$ cat src/rtl/uart_core.sv
// uart_core: full-duplex UART, 16x oversampling, programmable baud divider.
//
// Frame: start, 5..8 data bits LSB first, optional even parity, 1 or 2 stop bits.
// TX takes bytes from a valid/ready source. RX delivers bytes to a valid/ready sink.
//
// Ports:
//   clk_i, rst_n_i        clock, asynchronous active-low reset
//   cfg_en_i              core enable; low forces TX/RX idle and clears rx_vld_o
//   cfg_div_i[11:0]       oversample tick every cfg_div_i+1 clocks
//   cfg_bits_i[1:0]       data bits: 00=5, 01=6, 10=7, 11=8
//   cfg_parity_en_i       even parity bit present
//   cfg_stop_bits_i       0=1 stop bit, 1=2 stop bits (TX only)
//   tx_o, tx_busy_o       serial output (idle high), frame in progress
//   tx_data_i, tx_vld_i, tx_rdy_o   transmit byte handshake
//   rx_i                  serial input
//   rx_data_o, rx_vld_o, rx_rdy_i   receive byte handshake
//
// Handshake rule (both sides): a byte moves on a rising clock edge where
// valid and ready are both high. Valid, once raised, holds with stable data
// until that edge. tx_rdy_o is combinational; all other outputs are flops.
//
// Build option: define UART_RX_SYNC_EN to put a 2-flop synchronizer
// (reset to 1) on rx_i. Without it rx_i must already be synchronous.

module uart_core (
    input  logic        clk_i,
    input  logic        rst_n_i,
    input  logic        cfg_en_i,
    input  logic [11:0] cfg_div_i,
    input  logic [1:0]  cfg_bits_i,
    input  logic        cfg_parity_en_i,
    input  logic        cfg_stop_bits_i,
    output logic        tx_o,
    output logic        tx_busy_o,
    input  logic [7:0]  tx_data_i,
    input  logic        tx_vld_i,
    output logic        tx_rdy_o,
    input  logic        rx_i,
    output logic [7:0]  rx_data_o,
    output logic        rx_vld_o,
    input  logic        rx_rdy_i
);

    typedef enum logic [2:0] {
        TX_IDLE, TX_START, TX_DATA, TX_PARITY, TX_STOP1, TX_STOP2
    } tx_state_e;

    typedef enum logic [2:0] {
        RX_IDLE, RX_START, RX_DATA, RX_PARITY, RX_STOP
    } rx_state_e;

    // ---------------- RX input conditioning ----------------
    logic rx_s;
`ifdef UART_RX_SYNC_EN
    logic [1:0] rx_sync_q, rx_sync_d;
    always_comb rx_sync_d = {rx_sync_q[0], rx_i};
    always_ff @(posedge clk_i or negedge rst_n_i) begin
        if (!rst_n_i) rx_sync_q <= 2'b11;
        else          rx_sync_q <= rx_sync_d;
    end
    assign rx_s = rx_sync_q[1];
`else
    assign rx_s = rx_i;
`endif

    // ---------------- TX ----------------
    // TX keeps its own divider phase, restarted on accept, so every frame
    // lasts exactly (1+N+P+S)*16*(div+1) clocks from the accepting edge.
    tx_state_e   tx_state_q, tx_state_d;
    logic [11:0] tx_cnt_q, tx_cnt_d, tx_div_q, tx_div_d;
    logic [3:0]  tx_tick_q, tx_tick_d;
    logic [2:0]  tx_idx_q, tx_idx_d;
    logic [7:0]  tx_sh_q, tx_sh_d;
    logic [1:0]  tx_bits_q, tx_bits_d;
    logic        tx_par_en_q, tx_par_en_d, tx_par_q, tx_par_d;
    logic        tx_stop2_q, tx_stop2_d;
    logic        tx_o_q, tx_o_d, tx_busy_q, tx_busy_d;
    logic        tx_baud, tx_bit_end;
    logic [7:0]  tx_mask;

    assign tx_rdy_o   = cfg_en_i && (tx_state_q == TX_IDLE);
    assign tx_baud    = (tx_cnt_q == tx_div_q);
    assign tx_bit_end = tx_baud && (tx_tick_q == 4'd15);
    assign tx_mask    = 8'hFF >> (2'd3 - cfg_bits_i);

    always_comb begin
        tx_state_d  = tx_state_q;
        tx_cnt_d    = tx_cnt_q;
        tx_div_d    = tx_div_q;
        tx_tick_d   = tx_tick_q;
        tx_idx_d    = tx_idx_q;
        tx_sh_d     = tx_sh_q;
        tx_bits_d   = tx_bits_q;
        tx_par_en_d = tx_par_en_q;
        tx_par_d    = tx_par_q;
        tx_stop2_d  = tx_stop2_q;
        tx_o_d      = tx_o_q;
        tx_busy_d   = tx_busy_q;
        if (!cfg_en_i) begin
            tx_state_d = TX_IDLE;
            tx_cnt_d   = 12'd0;
            tx_tick_d  = 4'd0;
            tx_o_d     = 1'b1;
            tx_busy_d  = 1'b0;
        end else if (tx_state_q == TX_IDLE) begin
            if (tx_vld_i) begin
                tx_state_d  = TX_START;
                tx_cnt_d    = 12'd0;
                tx_tick_d   = 4'd0;
                tx_div_d    = cfg_div_i;
                tx_bits_d   = cfg_bits_i;
                tx_par_en_d = cfg_parity_en_i;
                tx_stop2_d  = cfg_stop_bits_i;
                tx_sh_d     = tx_data_i & tx_mask;
                tx_par_d    = ^(tx_data_i & tx_mask);
                tx_o_d      = 1'b0;
                tx_busy_d   = 1'b1;
            end
        end else begin
            tx_cnt_d = tx_baud ? 12'd0 : tx_cnt_q + 12'd1;
            if (tx_baud) tx_tick_d = tx_tick_q + 4'd1;
            if (tx_bit_end) begin
                case (tx_state_q)
                    TX_START: begin
                        tx_state_d = TX_DATA;
                        tx_idx_d   = 3'd0;
                        tx_o_d     = tx_sh_q[0];
                    end
                    TX_DATA: begin
                        // Last data bit index is N-1 = bits+4 = {1, bits}.
                        if (tx_idx_q == {1'b1, tx_bits_q}) begin
                            tx_state_d = tx_par_en_q ? TX_PARITY : TX_STOP1;
                            tx_o_d     = tx_par_en_q ? tx_par_q : 1'b1;
                        end else begin
                            tx_idx_d = tx_idx_q + 3'd1;
                            tx_sh_d  = tx_sh_q >> 1;
                            tx_o_d   = tx_sh_q[1];
                        end
                    end
                    TX_PARITY: begin
                        tx_state_d = TX_STOP1;
                        tx_o_d     = 1'b1;
                    end
                    TX_STOP1: begin
                        tx_state_d = tx_stop2_q ? TX_STOP2 : TX_IDLE;
                        tx_busy_d  = tx_stop2_q;
                    end
                    default: begin
                        tx_state_d = TX_IDLE;
                        tx_busy_d  = 1'b0;
                    end
                endcase
            end
        end
    end

    // ---------------- RX ----------------
    // Divider phase restarts at start-bit detection; tick 7 of each bit
    // (the 8th oversample tick) is the mid-bit sample point.
    rx_state_e   rx_state_q, rx_state_d;
    logic [11:0] rx_cnt_q, rx_cnt_d;
    logic [3:0]  rx_tick_q, rx_tick_d;
    logic [2:0]  rx_idx_q, rx_idx_d;
    logic [7:0]  rx_sh_q, rx_sh_d, rx_data_q, rx_data_d;
    logic        rx_par_q, rx_par_d, rx_vld_q, rx_vld_d;
    logic        rx_baud, rx_mid, rx_end, rx_good;

    assign rx_baud = (rx_cnt_q == cfg_div_i);
    assign rx_mid  = rx_baud && (rx_tick_q == 4'd7);
    assign rx_end  = rx_baud && (rx_tick_q == 4'd15);

    always_comb begin
        rx_state_d = rx_state_q;
        rx_cnt_d   = rx_cnt_q;
        rx_tick_d  = rx_tick_q;
        rx_idx_d   = rx_idx_q;
        rx_sh_d    = rx_sh_q;
        rx_par_d   = rx_par_q;
        rx_data_d  = rx_data_q;
        rx_vld_d   = rx_vld_q;
        rx_good    = 1'b0;
        if (!cfg_en_i) begin
            rx_state_d = RX_IDLE;
            rx_cnt_d   = 12'd0;
            rx_tick_d  = 4'd0;
            rx_vld_d   = 1'b0;
        end else begin
            if (rx_state_q == RX_IDLE) begin
                if (!rx_s) begin
                    rx_state_d = RX_START;
                    rx_cnt_d   = 12'd0;
                    rx_tick_d  = 4'd0;
                end
            end else begin
                rx_cnt_d = rx_baud ? 12'd0 : rx_cnt_q + 12'd1;
                if (rx_baud) rx_tick_d = rx_tick_q + 4'd1;
                case (rx_state_q)
                    RX_START: begin
                        if (rx_mid && rx_s) begin
                            rx_state_d = RX_IDLE;  // glitch, not a start bit
                        end else if (rx_end) begin
                            rx_state_d = RX_DATA;
                            rx_idx_d   = 3'd0;
                            rx_sh_d    = 8'd0;
                            rx_par_d   = 1'b0;
                        end
                    end
                    RX_DATA: begin
                        if (rx_mid) begin
                            rx_sh_d[rx_idx_q] = rx_s;
                            rx_par_d          = rx_par_q ^ rx_s;
                        end else if (rx_end) begin
                            if (rx_idx_q == {1'b1, cfg_bits_i}) begin
                                rx_state_d = cfg_parity_en_i ? RX_PARITY : RX_STOP;
                                // Without a parity bit the running XOR is meaningless.
                                if (!cfg_parity_en_i) rx_par_d = 1'b0;
                            end else begin
                                rx_idx_d = rx_idx_q + 3'd1;
                            end
                        end
                    end
                    RX_PARITY: begin
                        if (rx_mid)      rx_par_d   = rx_par_q ^ rx_s;
                        else if (rx_end) rx_state_d = RX_STOP;
                    end
                    RX_STOP: begin
                        // Leave at mid stop bit so a following start edge is seen.
                        if (rx_mid) begin
                            rx_state_d = RX_IDLE;
                            rx_good    = rx_s && !rx_par_q;
                        end
                    end
                    default: rx_state_d = RX_IDLE;
                endcase
            end
            if (rx_vld_q && rx_rdy_i) rx_vld_d = 1'b0;
            // Overrun: an unconsumed byte is kept and the new one dropped.
            if (rx_good && (!rx_vld_q || rx_rdy_i)) begin
                rx_data_d = rx_sh_q;
                rx_vld_d  = 1'b1;
            end
        end
    end

    always_ff @(posedge clk_i or negedge rst_n_i) begin
        if (!rst_n_i) begin
            tx_state_q  <= TX_IDLE;
            tx_cnt_q    <= 12'd0;
            tx_div_q    <= 12'd0;
            tx_tick_q   <= 4'd0;
            tx_idx_q    <= 3'd0;
            tx_sh_q     <= 8'd0;
            tx_bits_q   <= 2'd0;
            tx_par_en_q <= 1'b0;
            tx_par_q    <= 1'b0;
            tx_stop2_q  <= 1'b0;
            tx_o_q      <= 1'b1;
            tx_busy_q   <= 1'b0;
            rx_state_q  <= RX_IDLE;
            rx_cnt_q    <= 12'd0;
            rx_tick_q   <= 4'd0;
            rx_idx_q    <= 3'd0;
            rx_sh_q     <= 8'd0;
            rx_par_q    <= 1'b0;
            rx_data_q   <= 8'd0;
            rx_vld_q    <= 1'b0;
        end else begin
            tx_state_q  <= tx_state_d;
            tx_cnt_q    <= tx_cnt_d;
            tx_div_q    <= tx_div_d;
            tx_tick_q   <= tx_tick_d;
            tx_idx_q    <= tx_idx_d;
            tx_sh_q     <= tx_sh_d;
            tx_bits_q   <= tx_bits_d;
            tx_par_en_q <= tx_par_en_d;
            tx_par_q    <= tx_par_d;
            tx_stop2_q  <= tx_stop2_d;
            tx_o_q      <= tx_o_d;
            tx_busy_q   <= tx_busy_d;
            rx_state_q  <= rx_state_d;
            rx_cnt_q    <= rx_cnt_d;
            rx_tick_q   <= rx_tick_d;
            rx_idx_q    <= rx_idx_d;
            rx_sh_q     <= rx_sh_d;
            rx_par_q    <= rx_par_d;
            rx_data_q   <= rx_data_d;
            rx_vld_q    <= rx_vld_d;
        end
    end

    assign tx_o      = tx_o_q;
    assign tx_busy_o = tx_busy_q;
    assign rx_data_o = rx_data_q;
    assign rx_vld_o  = rx_vld_q;

endmodule

$ cat config.mk
export PLATFORM = sky130hd
export DESIGN_NAME = uart_core
export DESIGN_NICKNAME = d
export VERILOG_FILES = /design/src/rtl/uart_core.sv
export SDC_FILE = /design/constraint.sdc
export NUM_CORES = 1
export LEC_CHECK = 0
export CORE_MARGIN = 1
export CORE_UTILIZATION = 52
export DETAILED_ROUTE_END_ITERATION = 6
export PLACE_DENSITY = 0.76
export SLEW_MARGIN = 20
export SYNTH_ARGS = -nofsm -noshare
export SYNTH_HDL_FRONTEND = slang
export SYNTH_SLANG_ARGS = --single-unit
$ cat constraint.sdc
create_clock -name clk_i -period 2.2 [get_ports clk_i]
set_input_delay 0.66 -clock clk_i [delete_from_list [all_inputs] [get_ports clk_i]]
set_output_delay 0.66 -clock clk_i [all_outputs]
set_load 0.02 [all_outputs]
==> metrics.txt, run 1 <==
Post-synth EDFFs=0; FF+latch area=0.00223 mm^2; CTS H-tree lvls=3; GPL Wtd Cong=0.855; Post-Layout Cell Count=712; io pins=42; share of cells above drive strength 1=25.0%; Tightest Pin Transition=0.587 ns; RSZ-0062 raised after global routing=true; final slew viol count=0; clock root buffer=clkbuf_8; FF+latch count, synth=89; commonest non-fill, non-tap cells in the layout=dfrtp_1, nand2_1, buf_4, o21ai_0, xnor2_1; Post-Syn Area=0.00485 mm^2; Pleak=2.76 nW; Iter 0 DRT Violations=145; Avg WL per Cell=16.4 um; routed vias/inst=5.80; total gr overflow=0; FP Rows=34; Std-Cell Core Area=0.00889 mm^2; die height=98.5 um; final WL=11700 um; commonest non-fill, non-tap cell in the layout=dfrtp_1; Reg2Reg Launch Point=rx_cnt_q[7]; Mapped Cells=504; die area=0.00971 mm^2; CP required=2.43 ns; multi-input logic area=0.00266 mm^2; Area Overhead vs Synth=27.4%; fin area=0.00617 mm^2; post-placement cell area=0.00579 mm^2; maximum vdd drop=0.470 mV; DR vias=4133; post-synth top area share=45.4%; chip width=98.5 um; vias in the first global route=4228; Reg-to-Reg End=rx_data_o[2]; Setup violations, final=0; drt pass-1 iters=6; Synth async-reset ratio=100%; CTS tree=done; Mean Syn Cell Area=9.61 um^2; worst relative slew slack=60.8%; Setup crit start=cfg_div_i[3]; CP Launch Type=input pin; final-report hold violation count=0; DRC errors left=3; deepest clock path buffer count=2; # diodes=0; R2R depth=8; crit end category=register; Worst Path Arrival=2.40 ns; top_reg_cell synth=dfrtp_1; clk_skew=0.00995 ns; Num CTS Buffers=9; first-pass GRT wire length=19600 um; clk slew on worst S/H paths=0.09 ns; crit-path max FO=8; initial antenna violation count=0; post-synth top area cell=dfrtp_1; Reg2Reg Setup Slack=0.04 ns; Sink Count=89; dpl cells=687; Post-DRT Antenna Nets=0; Fmax=460 MHz; YS warnings=0; fin crit period=2.17 ns; Final Core Density=69.4%; Synth area leaders=dfrtp_1, mux2_2, xnor2_1; Worst Hold Class=input pin to asynchronous set/reset pin; period utilization=98.8%; outcome=finished, violations left; Buffers on Ports=41; Synth Net Count=541; Filler cells=696; PD cells=753 mW/mm^2; Global Route Usage Sum=25.2%; post-synth cell types=53; starting density of the core=54.5%; DP Wirelength=8310 um; nets@finish=638; crit path kind=input pin to register; Max-cap violations=0; failing checks=design-rule violations; largest net degree at the start of global routing=38; Worst-Skew Late Latency=0.35 ns; sequential area share after synthesis=46.0%
[worst max-delay path by stage]
stage / end / depth (start not counted) / slack, ns
floorplan: rx_data_o[0] / 6 / -0.15
global placement: rx_sh_q[0] / 8 / -0.59
detailed placement: rx_sh_q[7] / 8 / -0.76
CTS: rx_data_o[5] / 8 / -0.008
global route: rx_data_o[2] / 8 / -0.06
finish: rx_data_o[2] / 9 / 0.03
[state kept, by name, indices dropped and copies added, names as in the netlist, 4 cells and up]
name / flops
rx_cnt_q: 12
tx_cnt_q: 12
tx_div_q: 12
rx_data_o: 8
rx_sh_q: 8
tx_sh_q: 8
rx_tick_q: 4
tx_tick_q: 4
[worst max-delay path, cell delays in order]
cell and delay [ns]:
clkdlybuf4s15_2 0.21, xnor2_2 0.11, nand4_1 0.20, nor4_4 0.35, buf_4 0.17, nand2_4 0.06
nor3_4 0.15, buf_12 0.16, mux2_4 0.30
[metal layers]
metal,up-vias,GRT usage (%),share of wire (%),wire (um)
li1,1990,-,-,-
met1,2019,31.6,43,5030
met2,108,45.3,52,6030
met3,16,2.84,3.6,425
met4,0,8.73,1.5,174
met5,-,0,0,0
[Yosys cell counts (all sizes together), types with 5 or more instances]
| cell type | n |
|---|---|
| inv | 15 |
| nand3 | 16 |
| nor3 | 11 |
| a21oi | 15 |
| o21ai | 58 |
| ha | 7 |
| nor2 | 29 |
| a21o | 8 |
| mux2i | 6 |
| xnor2 | 40 |
| dfrtp | 88 |
| or3 | 5 |
| clkbuf | 17 |
| mux2 | 32 |
| nand4 | 9 |
| nand2 | 64 |
| o31ai | 5 |
| and3 | 12 |
| a31oi | 9 |
[through the flow]
step	hold slack [ns]	worst slack, ns	total power [mW]	TNS [ns]
CTS	0.286	-0.00801	4.61	-0.0171
floorplan	0.364	-0.152	2.95	-1.31
global route	0.306	-0.0592	4.92	-0.396
finish	0.270	0.0270	4.65	0
global placement	0.472	-0.595	3.45	-18.95
detailed placement	0.481	-0.758	3.52	-22.34
[logic make-up after synthesis]
family,count (synthesis),share of synthesized area [%]
adders and majority gates,7,1.81
buffers and inverters,34,2.63
AOI/OAI and AO/OA,119,14.9
and+or+nand+nor,173,18.0
DFF,89,46.0
xor gates and xnor gates,44,7.95
muxes,38,8.68
[area by class of cell]
class | instances | share of cell area (%)
multi-input cells | 381 | 43.0
flip-flops and latches | 89 | 36.2
clock buffers | 10 | 2.23
clock inverters | 4 | 0.730
well taps | 108 | 2.19
repair buffers | 104 | 14.7
inverters | 16 | 1.01
[where the power goes]
group / switching [mW] / internal [mW] / leakage (nW)
Sequential: 0.197 / 1.88 / 1.17
Combinational: 0.766 / 0.726 / 1.49
Clock: 0.546 / 0.538 / 0.0978
[timing repair]
action                                  in CTS  in global routing
pin swaps                                   13                 11
buffers inserted                             7                  4
hold endpoints to repair                     0                  0
hold buffers                                 0                  0
endpoints found under the setup margin      27                 52
cloned                                       0                  0
resized for setup                           41                 34
Power figures use the tool's default switching activity.
==> run 2, diff against run 1 <==
Settings changed: CORE_UTILIZATION 52 to 53, PLACE_DENSITY 0.76 to 0.74.
Clock period 2.2 ns to 2.7 ns, I/O delays scaled along.
==> run 2 against run 1 <==
The run still ends with design-rule violations left. Sequential share of layout area rose by 2.0 points. Setup slack improved by 0.066 ns. Clock skew rose by 0.00058 ns. Register-to-register slack improved by 0.41 ns. Hold slack improved by 0.13 ns. Die area fell by 1.8%. Critical endpoint is now rx_data_o[5]. Largest cell class unchanged. Highest routed layer unchanged.
==> metrics.txt, run 2 (same netlist as run 1, synthesis figures left out) <==
outcome=finished, violations left; failing checks=design-rule violations; clk_skew=0.0105 ns; FP Rows=34; Global Route Usage Sum=24.5%; critical path's top delay family=buffers and inverters; crit path kind=input pin to register; DR vias=3980; fin crit period=2.61 ns; CP bufs+invs=4; Post-DRT Antenna Nets=0; Reg power frac=45.8%; R2R depth=6; Tightest Pin Transition=0.877 ns; dpl cells=670; CTS H-tree lvls=3; final WL=10700 um; Gate power share=27.1%; PD cells=643 mW/mm^2; final-report hold violation count=0; DRC errors left=10; nets@finish=610; Post-CTS Setup Bufs=0; drt pass-1 iters=6; Post-Layout Cell Count=685; share of cells above drive strength 1=16.3%; final slew viol count=0; Setup crit start=cfg_en_i; clock root buffer=clkbuf_8; period utilization=96.5%; largest net degree at the start of global routing=37; worst relative slew slack=40.6%; die height=97.6 um; crit-path max FO=9; # diodes=0; GPL Wtd Cong=0.834; CP required=2.94 ns; deepest clock path buffer count=2; die area=0.00953 mm^2; Worst path max stage delay=0.49 ns; maximum vdd drop=0.414 mV; starting density of the core=55.0%; Area Overhead vs Synth=20.4%; total power=3.75 mW; slowest library cell on the worst path=clkdlybuf4s50_1; RSZ-0062 raised after global routing=false; Buffers on Ports=41; Reg-to-Reg End=tx_tick_q[3]; Sw Share=31.6%; Worst-Skew Late Latency=0.35 ns; Clk network pwr share=27.1%; CP Launch Type=input pin; setup TNS=0 ns; NetSw=1.19 mW; Avg WL per Cell=15.6 um; Num CTS Buffers=9; CP Cell Sequence=clkdlybuf4s50_1 > clkinv_1 > buf_4 > nor4b_1 > nand2_1 > nor3_4 > buf_12 > mux2_2; Largest regs=rx_cnt_q: 12 flops, tx_cnt_q: 12 flops, tx_div_q: 12 flops; Pint=2.57 mW; clk slew on worst S/H paths=0.09 ns; Std-Cell Core Area=0.00881 mm^2; CTS tree=done; chip width=97.6 um; commonest non-fill, non-tap cell in the layout=dfrtp_1; routed vias/inst=5.81; Max-cap violations=0; first-pass GRT wire length=18700 um; Reg2Reg Launch Point=tx_cnt_q[5]; initial antenna violation count=0; Iter 0 DRT Violations=142; io pins=42; total gr overflow=0; Setup violations, final=0; Pleak=2.55 nW; Sink Count=89; vias in the first global route=3984; DP Wirelength=7820 um; crit end category=register; Worst Hold Class=input pin to asynchronous set/reset pin; commonest non-fill, non-tap cells in the layout=dfrtp_1, nand2_1, o21ai_0, xnor2_1, clkdlybuf4s50_1; Worst Path Arrival=2.85 ns; Fmax=384 MHz; Reg2Reg Setup Slack=0.45 ns
-- run 2: changes by cell type in the layout (fill, tap and decap cells not counted), sizes merged --
cell and delta:
dlymetal6s2s -2, clkinvlp +1, bufinv +1, clkbuf -1, buf -32, clkdlybuf4s50 +14, clkinv -2, dlygate4sd2 -4
clkdlybuf4s15 -2
-- run 2: through the flow --
| stage | hold slack, ns | util [%] | instance area (um^2) | setup WS, ns |
|---|---|---|---|---|
| floorplan | 0.451 | - | 4850 | 0.102 |
| global placement | 0.481 | 63.7 | 5610 | -0.256 |
| detailed placement | 0.482 | 63.7 | 5610 | -0.328 |
| CTS | 0.414 | 66.2 | 5830 | 0.0168 |
| global route | 0.424 | 66.3 | 5840 | 0.00126 |
| finish | 0.404 | 66.3 | 5840 | 0.0934 |
-- run 2: cell type report --
cell class                      count  area [um^2]
Clock buffer                       11          141
Clock inverter                      4         76.3
Fill cell                         701         2970
Inverter                           16         60.1
Multi-Input combinational cell    381         2500
Sequential cell                    89         2230
Tap cell                          108          135
Timing Repair Buffer               76          691
-- run 2: power groups by stage --
| stage | Clock, mW | Sequential [mW] | Combinational [mW] |
|---|---|---|---|
| finish | 1.02 | 1.72 | 1.02 |
| global route | 1.10 | 1.75 | 1.15 |
| CTS | 1.04 | 1.72 | 1.02 |
| detailed placement | 0 | 1.75 | 1.02 |
| global placement | 0 | 1.74 | 0.976 |
| floorplan | 0 | 1.67 | 0.722 |
-- run 2: worst max path at each step --
| stage | end | slack, ns | cells after the start |
|---|---|---|---|
| after CTS | tx_rdy_o | 0.02 | 4 |
| after global placement | rx_data_o[7] | -0.26 | 8 |
| final | rx_data_o[5] | 0.09 | 8 |
| after global routing | rx_sh_q[6] | 0.001 | 8 |
| after floorplan | rx_data_o[0] | 0.10 | 6 |
| after detailed placement | rx_sh_q[0] | -0.33 | 8 |
-- run 2: timing repair --
action	in CTS	in global routing
hold buffers	0	0
pin swaps	0	2
setup endpoints to repair	1	20
gates resized for setup	1	6
-- run 2: routing by layer --
layer | vias up | wire (um) | global-route usage, %
met1 | 1941 | 4880 | 32.1
li1 | 1938 | - | -
met2 | 91 | 5250 | 41.4
met4 | 0 | 119 | 6.88
met3 | 10 | 414 | 4.68
met5 | - | 0 | 0
